### src/rtl/f_ifu_pkg.sv
// Shared fetch-stage definitions: reset PC, nop encoding and the
// F/D pipeline bundle carried from fetch into decode.
package f_ifu_pkg;

    localparam logic [31:0] PC_RESET  = 32'h0000_3000;
    localparam logic [31:0] NOP_INSTR = 32'h0000_0000;

    typedef struct packed {
        logic [31:0] instr;
        logic [31:0] pc;
        logic        valid;
    } if_id_t;

endpackage

### src/rtl/f_ifu_if.sv
// Instruction-memory request/response bus.
// master = fetch unit (req, addr out), slave = memory (ready, rdata out).
interface f_ifu_if;

    logic        imem_req;
    logic [31:0] imem_addr;
    logic        imem_ready;
    logic [31:0] imem_rdata;

    modport master (
        output imem_req,
        output imem_addr,
        input  imem_ready,
        input  imem_rdata
    );

    modport slave (
        input  imem_req,
        input  imem_addr,
        output imem_ready,
        output imem_rdata
    );

endinterface

### src/rtl/f_ibuf.sv
// One-entry instruction response buffer: holds a word returned while
// the pipe is stalled. Ports: capture/rdata in, drain in, ibuf/ibuf_valid out.
module f_ibuf (
    input  logic        clk,
    input  logic        reset,
    input  logic        capture,
    input  logic        drain,
    input  logic [31:0] rdata,
    output logic [31:0] ibuf,
    output logic        ibuf_valid
);

    always_ff @(posedge clk or negedge reset) begin
        if (!reset) begin
            ibuf       <= '0;
            ibuf_valid <= 1'b0;
        end else if (drain) begin
            ibuf_valid <= 1'b0;
        end else if (capture) begin
            ibuf       <= rdata;
            ibuf_valid <= 1'b1;
        end
    end

endmodule

### src/rtl/f_ifu.sv
// Fetch stage: PC, held branch target and F/D register. Ports: stall/npc
// in, f_pc out, imem master bus, d_instr/d_pc/d_valid out.
module f_ifu
    import f_ifu_pkg::*;
(
    input  logic        clk,
    input  logic        reset,
    input  logic        stall,
    input  logic [31:0] npc,
    output logic [31:0] f_pc,
    f_ifu_if.master     imem,
    output logic [31:0] d_instr,
    output logic [31:0] d_pc,
    output logic        d_valid
);

    logic [31:0] pc;
    logic [31:0] held_npc;
    logic        held_valid;
    logic [31:0] ibuf;
    logic        ibuf_valid;
    logic        resp;
    logic        have;
    logic        advance;
    logic        bubble;
    logic        capture;
    logic [31:0] word;
    if_id_t      fd;

    // Request is combinational so it drops the moment reset asserts.
    assign imem.imem_req  = reset & ~ibuf_valid;
    assign imem.imem_addr = pc;

    assign resp    = imem.imem_req & imem.imem_ready;
    assign have    = ibuf_valid | resp;
    assign word    = ibuf_valid ? ibuf : imem.imem_rdata;
    assign advance = have & ~stall;
    assign bubble  = ~have & ~stall;
    assign capture = stall & resp;

    f_ibuf u_ibuf (
        .clk        (clk),
        .reset      (reset),
        .capture    (capture),
        .drain      (advance),
        .rdata      (imem.imem_rdata),
        .ibuf       (ibuf),
        .ibuf_valid (ibuf_valid)
    );

    always_ff @(posedge clk or negedge reset) begin
        if (!reset) begin
            pc         <= PC_RESET;
            held_npc   <= '0;
            held_valid <= 1'b0;
            fd         <= '0;
        end else if (advance) begin
            fd         <= '{instr: word, pc: pc, valid: 1'b1};
            pc         <= held_valid ? held_npc : npc;
            held_valid <= 1'b0;
        end else if (bubble) begin
            fd <= '{instr: NOP_INSTR, pc: pc, valid: 1'b0};
            // Instruction leaving D may be a branch whose delay slot is
            // still in flight; keep its redirect for the next PC update.
            if (fd.valid && !held_valid) begin
                held_npc   <= npc;
                held_valid <= 1'b1;
            end
        end
    end

    assign f_pc    = pc;
    assign d_instr = fd.instr;
    assign d_pc    = fd.pc;
    assign d_valid = fd.valid;

endmodule
### src/flat_wrapper.sv
// flat-port wrapper written by rule: the top's interface ports become plain ports
module f_ifu_flat import f_ifu_pkg::*;
  (clk, reset, stall, npc, f_pc, d_instr, d_pc, d_valid, imem_imem_req, imem_imem_addr, imem_imem_ready, imem_imem_rdata);
  f_ifu_if imem_i ();
  input  logic clk;
  input  logic reset;
  input  logic stall;
  input  logic [31:0] npc;
  output logic [31:0] f_pc;
  output logic [31:0] d_instr;
  output logic [31:0] d_pc;
  output logic d_valid;
  output wire logic [$bits(imem_i.imem_req)-1:0] imem_imem_req;
  output wire logic [$bits(imem_i.imem_addr)-1:0] imem_imem_addr;
  input wire logic [$bits(imem_i.imem_ready)-1:0] imem_imem_ready;
  input wire logic [$bits(imem_i.imem_rdata)-1:0] imem_imem_rdata;
  assign imem_imem_req = imem_i.imem_req;
  assign imem_imem_addr = imem_i.imem_addr;
  assign imem_i.imem_ready = imem_imem_ready;
  assign imem_i.imem_rdata = imem_imem_rdata;
  f_ifu u_core (.clk(clk), .reset(reset), .stall(stall), .npc(npc), .f_pc(f_pc), .imem(imem_i), .d_instr(d_instr), .d_pc(d_pc), .d_valid(d_valid));
endmodule
### config.mk
export PLATFORM = sky130hd
export DESIGN_NAME = f_ifu_flat
export DESIGN_NICKNAME = d
export VERILOG_FILES = /design/src/rtl/f_ifu_pkg.sv /design/src/rtl/f_ifu_if.sv /design/src/rtl/f_ibuf.sv /design/src/rtl/f_ifu.sv /design/src/flat_wrapper.sv
export SDC_FILE = /design/constraint.sdc
export NUM_CORES = 1
export LEC_CHECK = 0
export CORE_MARGIN = 2
export CORE_UTILIZATION = 63
export DETAILED_ROUTE_END_ITERATION = 7
export DONT_BUFFER_PORTS = 1
export PLACE_DENSITY = 0.79
export SLEW_MARGIN = 20
export SYNTH_ARGS = -nofsm -noshare
export SYNTH_HDL_FRONTEND = slang
export SYNTH_SLANG_ARGS = --single-unit
### constraint.sdc
create_clock -name clk -period 1.65 [get_ports clk]
set_input_delay 0.165 -clock clk [delete_from_list [all_inputs] [get_ports clk]]
set_output_delay 0.165 -clock clk [all_outputs]
set_load 0.01 [all_outputs]
# Yosys cells after proc, flatten, opt, wreduce, memory -nomap -nowiden
# Index checks and enable logic that the tools add are counted.
# Widths: inputs -> output; s select.
# word_totals
register_bits	163
latchBits	0
ramBits	0
rom_bits	0
in_bits	68
elab_cells	35
n_memories	0
# classes
n_addsub	0
multipliers	0
div_mod_pow	0
n_lt_le_gt_ge	0
n_eq_ne	0
shifts	0
muxes	9
n_bitwise	10
reduce_logical	8
# op_table
cell	n
$mux 65	2
$mux 32	2
$reduce_bool 2->1	3
$and 1x1->1	5
$mux 1	5
$not 1->1	4
$reduce_and 2->1	2
$reduce_and 3->1	1
$logic_and 1x1->1	1
$logic_not 1->1	1
$or 1x1->1	1

# Logic depth before layout (Yosys ltp)
# Gate-level depths: netlist of run 1.
# logic_depth
word_depth	8
depth_mapped	6
mapped_depth_nobuf	3

# Hierarchy
# From an unflattened synthesis of run 1, not the netlist that was laid out.
# unflattened
cells_unflattened	533
area_unflattened_um2	7206.9
# by_module_without_submodules
mod	instances	cells_per_inst	area_each_um2
f_ifu	1	461	5815.6
f_ibuf	1	72	1391.3

# Worst setup path before layout of run 1
# No wires, ideal clock.
# synth_timing
kind	reg-to-reg
startpoint	register u_core.u_ibuf.ibuf_valid
endpoint	register u_core.held_npc[10]
setup_ns	0.125
arrival_time_ns	1.270
slack_ns	0.255
path_stages_with_launch	6
path_buffers	2
path_cell_list	dfrtp_1 > buf_6 > a21oi_4 > nand3b_4 > buf_6 > mux2_4
# synth_via
elab_chain_cells	7
elab_cells_between_ends	9
# synth_lines
item	line	text
start, declared	f_ibuf.sv:10	output logic ibuf_valid
start signal, assigned	f_ibuf.sv:16	ibuf_valid <= 1'b0;
start signal, assigned	f_ibuf.sv:18	ibuf_valid <= 1'b0;
start signal, assigned	f_ibuf.sv:21	ibuf_valid <= 1'b1;
$not 1->1	f_ifu.sv:31	assign imem.imem_req = reset & ~ibuf_valid;
$and 1x1->1	f_ifu.sv:31	
$and 1x1->1	f_ifu.sv:34	assign resp = imem.imem_req & imem.imem_ready;
$or 1x1->1 *	f_ifu.sv:35	assign have = ibuf_valid | resp;
$and 1x1->1 or $not 1->1 (tied branches)	f_ifu.sv:37, f_ifu.sv:38	
$not 1->1 (no line) or $and 1x1->1 (tied branches)	--	
$reduce_and 3->1 (no line) *	--	
end signal, assigned	f_ifu.sv:66	held_npc <= npc;
end, declared	f_ifu.sv:18	logic [31:0] held_npc;
# Every way passes the cells marked *; elsewhere a longest branch is shown, timed or not.
# A chain may end at the register's enable or synchronous reset.

# Worst setup path after layout of run 1
# layout_timing
startpoint	register u_core.u_ibuf.ibuf_valid
endpoint	register u_core.held_npc[28]
# The elaborated chain is that of the path after synthesis.

==> tab_implementation.tex, run 1 <==
\begin{tabular}{lr}
\hline
Metric & Value \\
\hline
\multicolumn{2}{l}{\textbf{Status}} \\
Outcome & finished, violations left \\
Violations in the final reports & hold timing \\
\multicolumn{2}{l}{\textbf{Detailed routing}} \\
Avg Vias per Cell & roughly 5.9 \\
Detailed-route wire length per cell & roughly 21 um \\
Total Wirelength & $\sim$16 mm \\
Total number of vias & $\sim$4400 \\
Number of nets with antenna violations after routing & 0 \\
Detailed-route DRC error count & 0 \\
Initial DRC count & roughly 330 \\
Drt first pass iters & 4 \\
\multicolumn{2}{l}{\textbf{Finish}} \\
Final Net Count & approximately 660 \\
Ant diodes & 0 \\
Post-synthesis to final-layout area growth & 21.3\% \\
Layout Cell Area excl Fill & 8670 um2 \\
Fraction of final layout cells sized beyond drive strength 1 & $\sim$28\% \\
Number of fill cells & 629 \\
\multicolumn{2}{l}{\textbf{Die}} \\
Horizontal die dimension & 111 um \\
Area of the placeable core & 10900 um2 \\
Initial Util & between 60\% and 70\% \\
Die span in y & approximately 110 um \\
Count of boundary I/O pins & 198 \\
Total die area & 12200 um2 \\
Core Rows & 38 \\
\multicolumn{2}{l}{\textbf{Synthesis}} \\
Synth Net Count & approximately 600 \\
Flops \& latches, synth & 163 \\
Async S/R FF share, synth & 100\% \\
Cell with the most instances after synthesis & sky130\_fd\_sc\_hd\_\_dfrtp\_1 \\
Synth cell types & 21 \\
Main area contributors after synthesis & sky130\_fd\_sc\_hd\_\_dfrtp\_1 (56\%), sky130\_fd\_sc\_hd\_\_mux2\_2 (10\%), sky130\_fd\_sc\_hd\_\_mux2i\_1 (9.0\%) \\
Post-Syn Instances & 528 \\
Most instantiated cells after synthesis & sky130\_fd\_sc\_hd\_\_dfrtp\_1 (161), sky130\_fd\_sc\_hd\_\_mux2\_2 (66), sky130\_fd\_sc\_hd\_\_mux2i\_1 (64), sky130\_fd\_sc\_hd\_\_o21ai\_0 (57), sky130\_fd\_sc\_hd\_\_nand2\_1 (34) \\
Syn Area/Cell & about 14 um2 \\
Fraction of post-synthesis cell area in the top cell type by area & a little under three fifths \\
Post-synthesis instance area & just over 7000 um2 \\
Count of flip-flops with a built-in enable after synthesis & 0 \\
Total of warnings raised by yosys & 0 \\
Part of the Yosys area used for sequential elements & 57.1\% \\
Top flip-flop cell by instance count after synthesis & sky130\_fd\_sc\_hd\_\_dfrtp\_1 \\
Cell type with the highest aggregate area in the netlist & sky130\_fd\_sc\_hd\_\_dfrtp\_1 \\
\multicolumn{2}{l}{\textbf{Power and ir drop}} \\
Static power due to leakage & about 0.0038 uW \\
Cell area power density & approximately 1500 nW/um2 \\
Worst voltage drop across the vdd grid & 1020 uV \\
\multicolumn{2}{l}{\textbf{Place}} \\
Placer congestion estimate & 0.740 \\
Post-DP HPWL & between 8 and 9 mm \\
Placement Cell Area & about 7000 um2 \\
Number of buffers inserted by port buffering & 0 \\
Worst setup slack before clock tree synthesis & $\sim$0.17 ns \\
\multicolumn{2}{l}{\textbf{Global routing}} \\
Global routing usage summed across all routing layers & 26.7\% \\
Antenna violations before repair & 0 \\
Via count of the first global-routing pass & a little under 5000 \\
Total overflow reported by the global router & 0 \\
Maximum number of pins on one net before global-route repair & around 170 \\
Wire length of the first global-routing pass & around 26 mm \\
\multicolumn{2}{l}{\textbf{CTS}} \\
Root Buffer & sky130\_fd\_sc\_hd\_\_clkbuf\_16 \\
TritonCTS clock tree & done \\
Clk slew on worst S/H paths & roughly 0.060 ns \\
Sink count of the clock tree & about 160 \\
Post-CTS Hold Fix Bufs & 96 \\
H-tree Lvls & 4 \\
Post-CTS setup repair buffer count & 0 \\
Insertion delay of the later-clocked pin in the worst-skew pair & 0.41 ns \\
Count of cells resized by post-cts repair & 0 \\
CTS Buf Count & 17 \\
Maximum buffer depth of the clock tree & 2 \\
\multicolumn{2}{l}{\textbf{STA}} \\
Max Slew Vio Count & 0 \\
Number of setup violations in the final report & 0 \\
Ratio of final minimum period to clock period & between 90\% and 100\% \\
Count of endpoints failing hold in the final timing report & about 160 \\
Worst Max-Slew Pin Slew & 0.412 ns \\
Relative slew slack & approximately 73\% \\
Final clock skew & between 0.006 and 0.007 ns \\
Minimum clock period after layout & 1.51 ns \\
Crit path setup slack, layout & $\sim$0.14 ns \\
Accumulated negative setup slack & 0 ns \\
Max Freq & roughly 660 MHz \\
Worst hold slack & -0.556 ns \\
Setup repair after global routing missed its margin & no \\
\multicolumn{2}{l}{\textbf{Worst hold path}} \\
Worst Hold Class & input port to asynchronous set/reset pin \\
\multicolumn{2}{l}{\textbf{Worst setup path}} \\
RR Startpoint & u\_core.u\_ibuf.ibuf\_valid \\
Slack of the worst reg-to-reg path & 0.14 ns \\
Crit path capture type & flop \\
Type of element launching the critical path & flop \\
Worst Path Arrival & roughly 1.8 ns \\
Cells on worst reg2reg path & 4 \\
Worst setup path category & flop to flop \\
Req. time, crit path & 1.94 ns \\
Largest fanout on the critical path & 22 \\
Capture point of the worst reg-to-reg path & u\_core.held\_npc[28] \\
\multicolumn{2}{l}{\textbf{Flow run}} \\
Max-capacitance violation count & 0 \\
\hline
\end{tabular}
-- per-layer routing --
| layer | wire length (um) | vias up | GRT usage, % |
|---|---|---|---|
| met5 | 0 | - | 0 |
| met4 | 271 | 0 | 8.75 |
| met3 | 1020 | 26 | 8.07 |
| met2 | 8030 | 155 | 45.5 |
| met1 | 6280 | 2267 | 32.6 |
| li1 | - | 1948 | - |
-- placed cells by master (no fill, tap or decap) --
master	n
sky130_fd_sc_hd__clkinv_4	1
sky130_fd_sc_hd__nor2b_1	2
sky130_fd_sc_hd__clkbuf_16	17
sky130_fd_sc_hd__nor2b_2	1
sky130_fd_sc_hd__mux2_4	30
sky130_fd_sc_hd__buf_4	9
sky130_fd_sc_hd__o21ai_2	20
sky130_fd_sc_hd__o21ai_1	19
sky130_fd_sc_hd__clkbuf_1	5
sky130_fd_sc_hd__dfstp_2	2
sky130_fd_sc_hd__mux2i_1	64
sky130_fd_sc_hd__o21ai_0	57
sky130_fd_sc_hd__mux2_2	66
sky130_fd_sc_hd__buf_12	5
sky130_fd_sc_hd__or2_4	1
sky130_fd_sc_hd__nand2_1	34
sky130_fd_sc_hd__o21a_1	1
sky130_fd_sc_hd__clkbuf_8	1
sky130_fd_sc_hd__dlygate4sd3_1	95
sky130_fd_sc_hd__buf_16	1
sky130_fd_sc_hd__dfrtp_1	159
sky130_fd_sc_hd__nand3b_4	1
sky130_fd_sc_hd__clkinv_2	1
sky130_fd_sc_hd__nand4b_2	1
sky130_fd_sc_hd__bufinv_16	6
sky130_fd_sc_hd__clkinvlp_4	1
sky130_fd_sc_hd__dfrtp_2	2
sky130_fd_sc_hd__a21oi_4	1
-- sequential cells by signal, summed over array words and instances, names as in the netlist --
signal                    flops
u_core.d_valid                1
u_core.f_pc                  32
u_core.d_pc                  32
u_core.held_npc              32
u_core.u_ibuf.ibuf           32
u_core.u_ibuf.ibuf_valid      1
u_core.d_instr               32
u_core.held_valid             1
-- per-stage QoR --
step | hold WS, ns | instances | total power, uW | util (%)
6_report | -0.556 | 743 | 12700 | 79.3
4_1_cts | -0.575 | 743 | 12700 | 79.3
3_5_place_dp | -0.127 | 615 | 8050 | 64.3
2_1_floorplan | -0.131 | 528 | 7890 | -
5_1_grt | -0.570 | 743 | 13200 | 79.3
3_3_place_gp | -0.128 | 615 | 7880 | 64.3
-- how the worst max path moves through the flow --
| stage | from | depth (start not counted) | end | slack (ns) |
|---|---|---|---|---|
| 2_1_floorplan | u_core.u_ibuf.ibuf_valid | 5 | u_core.held_npc[10] | 0.25 |
| 3_3_place_gp | u_core.u_ibuf.ibuf_valid | 4 | u_core.held_npc[26] | 0.22 |
| 3_5_place_dp | u_core.u_ibuf.ibuf_valid | 4 | u_core.held_npc[28] | 0.17 |
| 4_1_cts | u_core.u_ibuf.ibuf_valid | 4 | u_core.held_npc[28] | 0.15 |
| 5_1_grt | u_core.u_ibuf.ibuf_valid | 4 | u_core.held_npc[25] | 0.11 |
| 6_report | u_core.u_ibuf.ibuf_valid | 4 | u_core.held_npc[28] | 0.14 |
-- worst max-delay path, stage by stage, from the launching register on --
cell	delay, ns
sky130_fd_sc_hd__dfrtp_2	0.44
sky130_fd_sc_hd__a21oi_4	0.22
sky130_fd_sc_hd__nand3b_4	0.19
sky130_fd_sc_hd__buf_12	0.22
sky130_fd_sc_hd__mux2_4	0.31
-- layout make-up --
| cell class | count | area (um2) | share of cell area (%) |
|---|---|---|---|
| multi-input cells | 298 | 2610 | 30.1 |
| clock inverters | 9 | 201 | 2.32 |
| well taps | 140 | 175 | 2.02 |
| flip-flops and latches | 163 | 4080 | 47.1 |
| repair buffers | 110 | 1150 | 13.2 |
| clock buffers | 23 | 458 | 5.28 |
-- where the power goes --
part	internal, uW	leakage [uW]	switching, uW
logic	1280	0.00151	769
clock network	2880	0.000316	1500
registers	5060	0.00202	1190
-- kinds of logic after synthesis --
group,count (synthesis),share of synthesized area [%]
compound gates,98,8.10
buf+inv,67,6.44
flops,163,57.1
mux,160,25.7
simple gates,40,2.70
Power figures use the tool's default switching activity.
==> inputs of run 2 (changes only) <==
--- a/config.mk
+++ b/config.mk
@@ -5,6 +5,7 @@
 export SDC_FILE = /design/constraint.sdc
 export NUM_CORES = 1
 export LEC_CHECK = 0
+export ABC_AREA = 1
 export CORE_MARGIN = 2
 export CORE_UTILIZATION = 63
 export DETAILED_ROUTE_END_ITERATION = 7
==> constraint.sdc (replaced) <==
create_clock -name clk -period 1.65 [get_ports clk]
set_input_delay 0.165 -clock clk [delete_from_list [all_inputs] [get_ports clk]]
set_output_delay 0.165 -clock clk [all_outputs]
set_load 0.02 [all_outputs]
==> tab_implementation.tex, run 2 <==
\begin{tabular}{lr}
\hline
Metric & Value \\
\hline
\multicolumn{2}{l}{\textbf{Status}} \\
Outcome & finished, violations left \\
Violations in the final reports & hold timing \\
\multicolumn{2}{l}{\textbf{Worst hold path}} \\
Worst Hold Class & input port to asynchronous set/reset pin \\
\multicolumn{2}{l}{\textbf{Synthesis}} \\
Synth cell types & 20 \\
Post-synthesis instance area & 7620 um2 \\
Most instantiated cells after synthesis & sky130\_fd\_sc\_hd\_\_nand2\_1 (419), sky130\_fd\_sc\_hd\_\_dfrtp\_1 (161), sky130\_fd\_sc\_hd\_\_inv\_1 (66), sky130\_fd\_sc\_hd\_\_nand3\_1 (65), sky130\_fd\_sc\_hd\_\_o21ai\_0 (65) \\
Total of warnings raised by yosys & 0 \\
Flops \& latches, synth & around 160 \\
Count of flip-flops with a built-in enable after synthesis & 0 \\
Top flip-flop cell by instance count after synthesis & sky130\_fd\_sc\_hd\_\_dfrtp\_1 \\
Syn Area/Cell & approximately 8.1 um2 \\
Main area contributors after synthesis & sky130\_fd\_sc\_hd\_\_dfrtp\_1 (53\%), sky130\_fd\_sc\_hd\_\_nand2\_1 (21\%), sky130\_fd\_sc\_hd\_\_nand3\_1 (4.3\%) \\
Post-Syn Instances & roughly 950 \\
Cell with the most instances after synthesis & sky130\_fd\_sc\_hd\_\_nand2\_1 \\
Synth Net Count & slightly above 1000 \\
Part of the Yosys area used for sequential elements & between 50\% and 60\% \\
Cell type with the highest aggregate area in the netlist & sky130\_fd\_sc\_hd\_\_dfrtp\_1 \\
Fraction of post-synthesis cell area in the top cell type by area & $\sim$53\% \\
Async S/R FF share, synth & between 90\% and 100\% \\
\multicolumn{2}{l}{\textbf{Worst setup path}} \\
Crit path capture type & flop \\
Req. time, crit path & between 2 and 2.5 ns \\
Type of element launching the critical path & flop \\
Capture point of the worst reg-to-reg path & u\_core.u\_ibuf.ibuf[24] \\
RR Startpoint & u\_core.u\_ibuf.ibuf\_valid \\
Cells on worst reg2reg path & 5 \\
Worst setup path category & flop to flop \\
Slack of the worst reg-to-reg path & 0.07 ns \\
Critical path startpoint & u\_core.u\_ibuf.ibuf\_valid \\
Worst Path Arrival & 1.94 ns \\
Largest fanout on the critical path & 12 \\
\multicolumn{2}{l}{\textbf{Place}} \\
Number of buffers inserted by port buffering & 0 \\
Worst setup slack before clock tree synthesis & between 0.3 and 0.4 ns \\
Placer congestion estimate & 0.809 \\
Post-DP HPWL & 10.0 mm \\
\multicolumn{2}{l}{\textbf{Finish}} \\
Final Net Count & roughly 1100 \\
Fraction of final layout cells sized beyond drive strength 1 & 6.81\% \\
Commonest non-fill, non-tap cell in the layout & sky130\_fd\_sc\_hd\_\_nand2\_1 \\
Post-synthesis to final-layout area growth & 23.4\% \\
Top library cells by usage in the layout, fill and taps aside & sky130\_fd\_sc\_hd\_\_nand2\_1 (419), sky130\_fd\_sc\_hd\_\_dfrtp\_1 (160), sky130\_fd\_sc\_hd\_\_dlygate4sd3\_1 (129) \\
\multicolumn{2}{l}{\textbf{STA}} \\
Number of setup violations in the final report & 0 \\
Max Slew Vio Count & 0 \\
Count of endpoints failing hold in the final timing report & 163 \\
Crit path setup slack, layout & a little under 0.07 ns \\
Worst Max-Slew Pin Slew & $\sim$0.46 ns \\
Accumulated negative setup slack & 0 ns \\
Max Freq & between 600 and 700 MHz \\
Minimum clock period after layout & roughly 1.6 ns \\
Setup repair after global routing missed its margin & no \\
Worst hold slack & -0.553 ns \\
Final clock skew & $\sim$0.0065 ns \\
Relative slew slack & $\sim$70\% \\
Ratio of final minimum period to clock period & 95.9\% \\
\multicolumn{2}{l}{\textbf{CTS}} \\
CTS Buf Count & 17 \\
Post-CTS Hold Fix Bufs & approximately 130 \\
TritonCTS clock tree & done \\
Insertion delay of the later-clocked pin in the worst-skew pair & 0.41 ns \\
Root Buffer & sky130\_fd\_sc\_hd\_\_clkbuf\_16 \\
Maximum buffer depth of the clock tree & 2 \\
Sink count of the clock tree & about 160 \\
Clk slew on worst S/H paths & $\sim$0.06 ns \\
H-tree Lvls & 4 \\
\multicolumn{2}{l}{\textbf{Global routing}} \\
Wire length of the first global-routing pass & approximately 34 mm \\
Met1 routing resource usage after global routing & between 40\% and 50\% \\
GR met3 Demand/Resource & around 8.8\% \\
Via count of the first global-routing pass & a little under 7000 \\
Total overflow reported by the global router & 0 \\
Antenna violations before repair & 1 \\
Busiest layer in global routing & met2 \\
Maximum number of pins on one net before global-route repair & 167 \\
Global routing usage summed across all routing layers & between 30\% and 40\% \\
Met2 GRT Util & roughly half \\
\multicolumn{2}{l}{\textbf{Detailed routing}} \\
Total Wirelength & between 20 and 25 mm \\
Avg Vias per Cell & approximately 5.7 \\
Number of nets with antenna violations after routing & 0 \\
Detailed-route wire length per cell & 17.0 um \\
Drt first pass iters & 7 \\
Total number of vias & 6782 \\
Detailed-route DRC error count & 0 \\
Initial DRC count & between 800 and 900 \\
\multicolumn{2}{l}{\textbf{Die}} \\
Initial Util & approximately 64\% \\
Area of the placeable core & approximately 12000 um2 \\
Horizontal die dimension & 114 um \\
Core Rows & 40 \\
Total die area & about 13000 um2 \\
Die span in y & 114 um \\
Count of boundary I/O pins & 198 \\
\multicolumn{2}{l}{\textbf{Power and ir drop}} \\
Cell area power density & 1340 nW/um2 \\
Static power due to leakage & around 0.005 uW \\
Worst voltage drop across the vdd grid & $\sim$1100 uV \\
\multicolumn{2}{l}{\textbf{Flow run}} \\
Max-capacitance violation count & 0 \\
\hline
\end{tabular}
[run 2: cell types whose count changed after synthesis, sizes merged, moves of 4 or more]
cell,change
nand2,+385
mux2,-96
inv,+67
nand3,+65
mux2i,-64
nand4,+32
o21bai,+32
o21ai,-31
buf,+21
clkbuf,+8
nor2,+4
[run 2: per-layer routing]
layer,part of all wire [%],up-vias
li1,-,3109
met1,39,3209
met2,49,396
met3,9.0,68
met4,3.0,0
met5,0,-
[run 2: critical path, stage by stage (launching register included)]
cell,delay (ns)
sky130_fd_sc_hd__dfrtp_2,0.46
sky130_fd_sc_hd__nor2_4,0.14
sky130_fd_sc_hd__buf_8,0.16
sky130_fd_sc_hd__nand4_1,0.10
sky130_fd_sc_hd__dlygate4sd3_1,0.59
sky130_fd_sc_hd__nand2_1,0.07
[run 2: per-stage QoR]
| step | hold WS, ns | area (um2) | instances | power (uW) | utilization (%) |
|---|---|---|---|---|---|
| 2_1_floorplan | -0.131 | 7620 | 946 | 8100 | - |
| 3_5_place_dp | -0.126 | 7470 | 1025 | 8310 | 62.7 |
| 3_3_place_gp | -0.126 | 7470 | 1025 | 8220 | 62.7 |
| 6_report | -0.553 | 9400 | 1191 | 12600 | 78.9 |
| 4_1_cts | -0.573 | 9370 | 1187 | 12500 | 78.6 |
| 5_1_grt | -0.577 | 9400 | 1191 | 13300 | 78.9 |
[run 2: power breakdown]
part           internal, uW  switching (uW)  total, uW
clock network          2170            1540       3720
logic                  1140            1380       2520
registers              4930            1420       6360
total                  8250            4340      12600
[run 2: area by class of cell]
type,count,area (um2)
flip-flops and latches,163,4080
multi-input cells,620,2720
fillers,757,2510
repair buffers,162,1600
clock buffers,21,470
inverters,67,251
well taps,147,184
clock inverters,10,83.8
diodes,1,2.50
[run 2: timing repair]
item,in CTS,in global routing
resized for setup,0,2
hold endpoints to repair,325,163
setup buffers,0,3
setup endpoints to repair,0,6
[run 2: worst max path at each step]
stage	slack [ns]	endpoint
floorplan	0.43	u_core.held_npc[11]
finish	0.07	u_core.u_ibuf.ibuf[24]
CTS	0.02	u_core.u_ibuf.ibuf[24]
global placement	0.38	u_core.f_pc[29]
detailed placement	0.36	u_core.f_pc[19]
global route	0.006	u_core.d_pc[31]
[run 2: cell families after synthesis]
logic type,Yosys count,synth area share (%)
buf+inv,163,10.7
simple gates,520,27.9
flops,163,53.6
compound gates,100,7.80
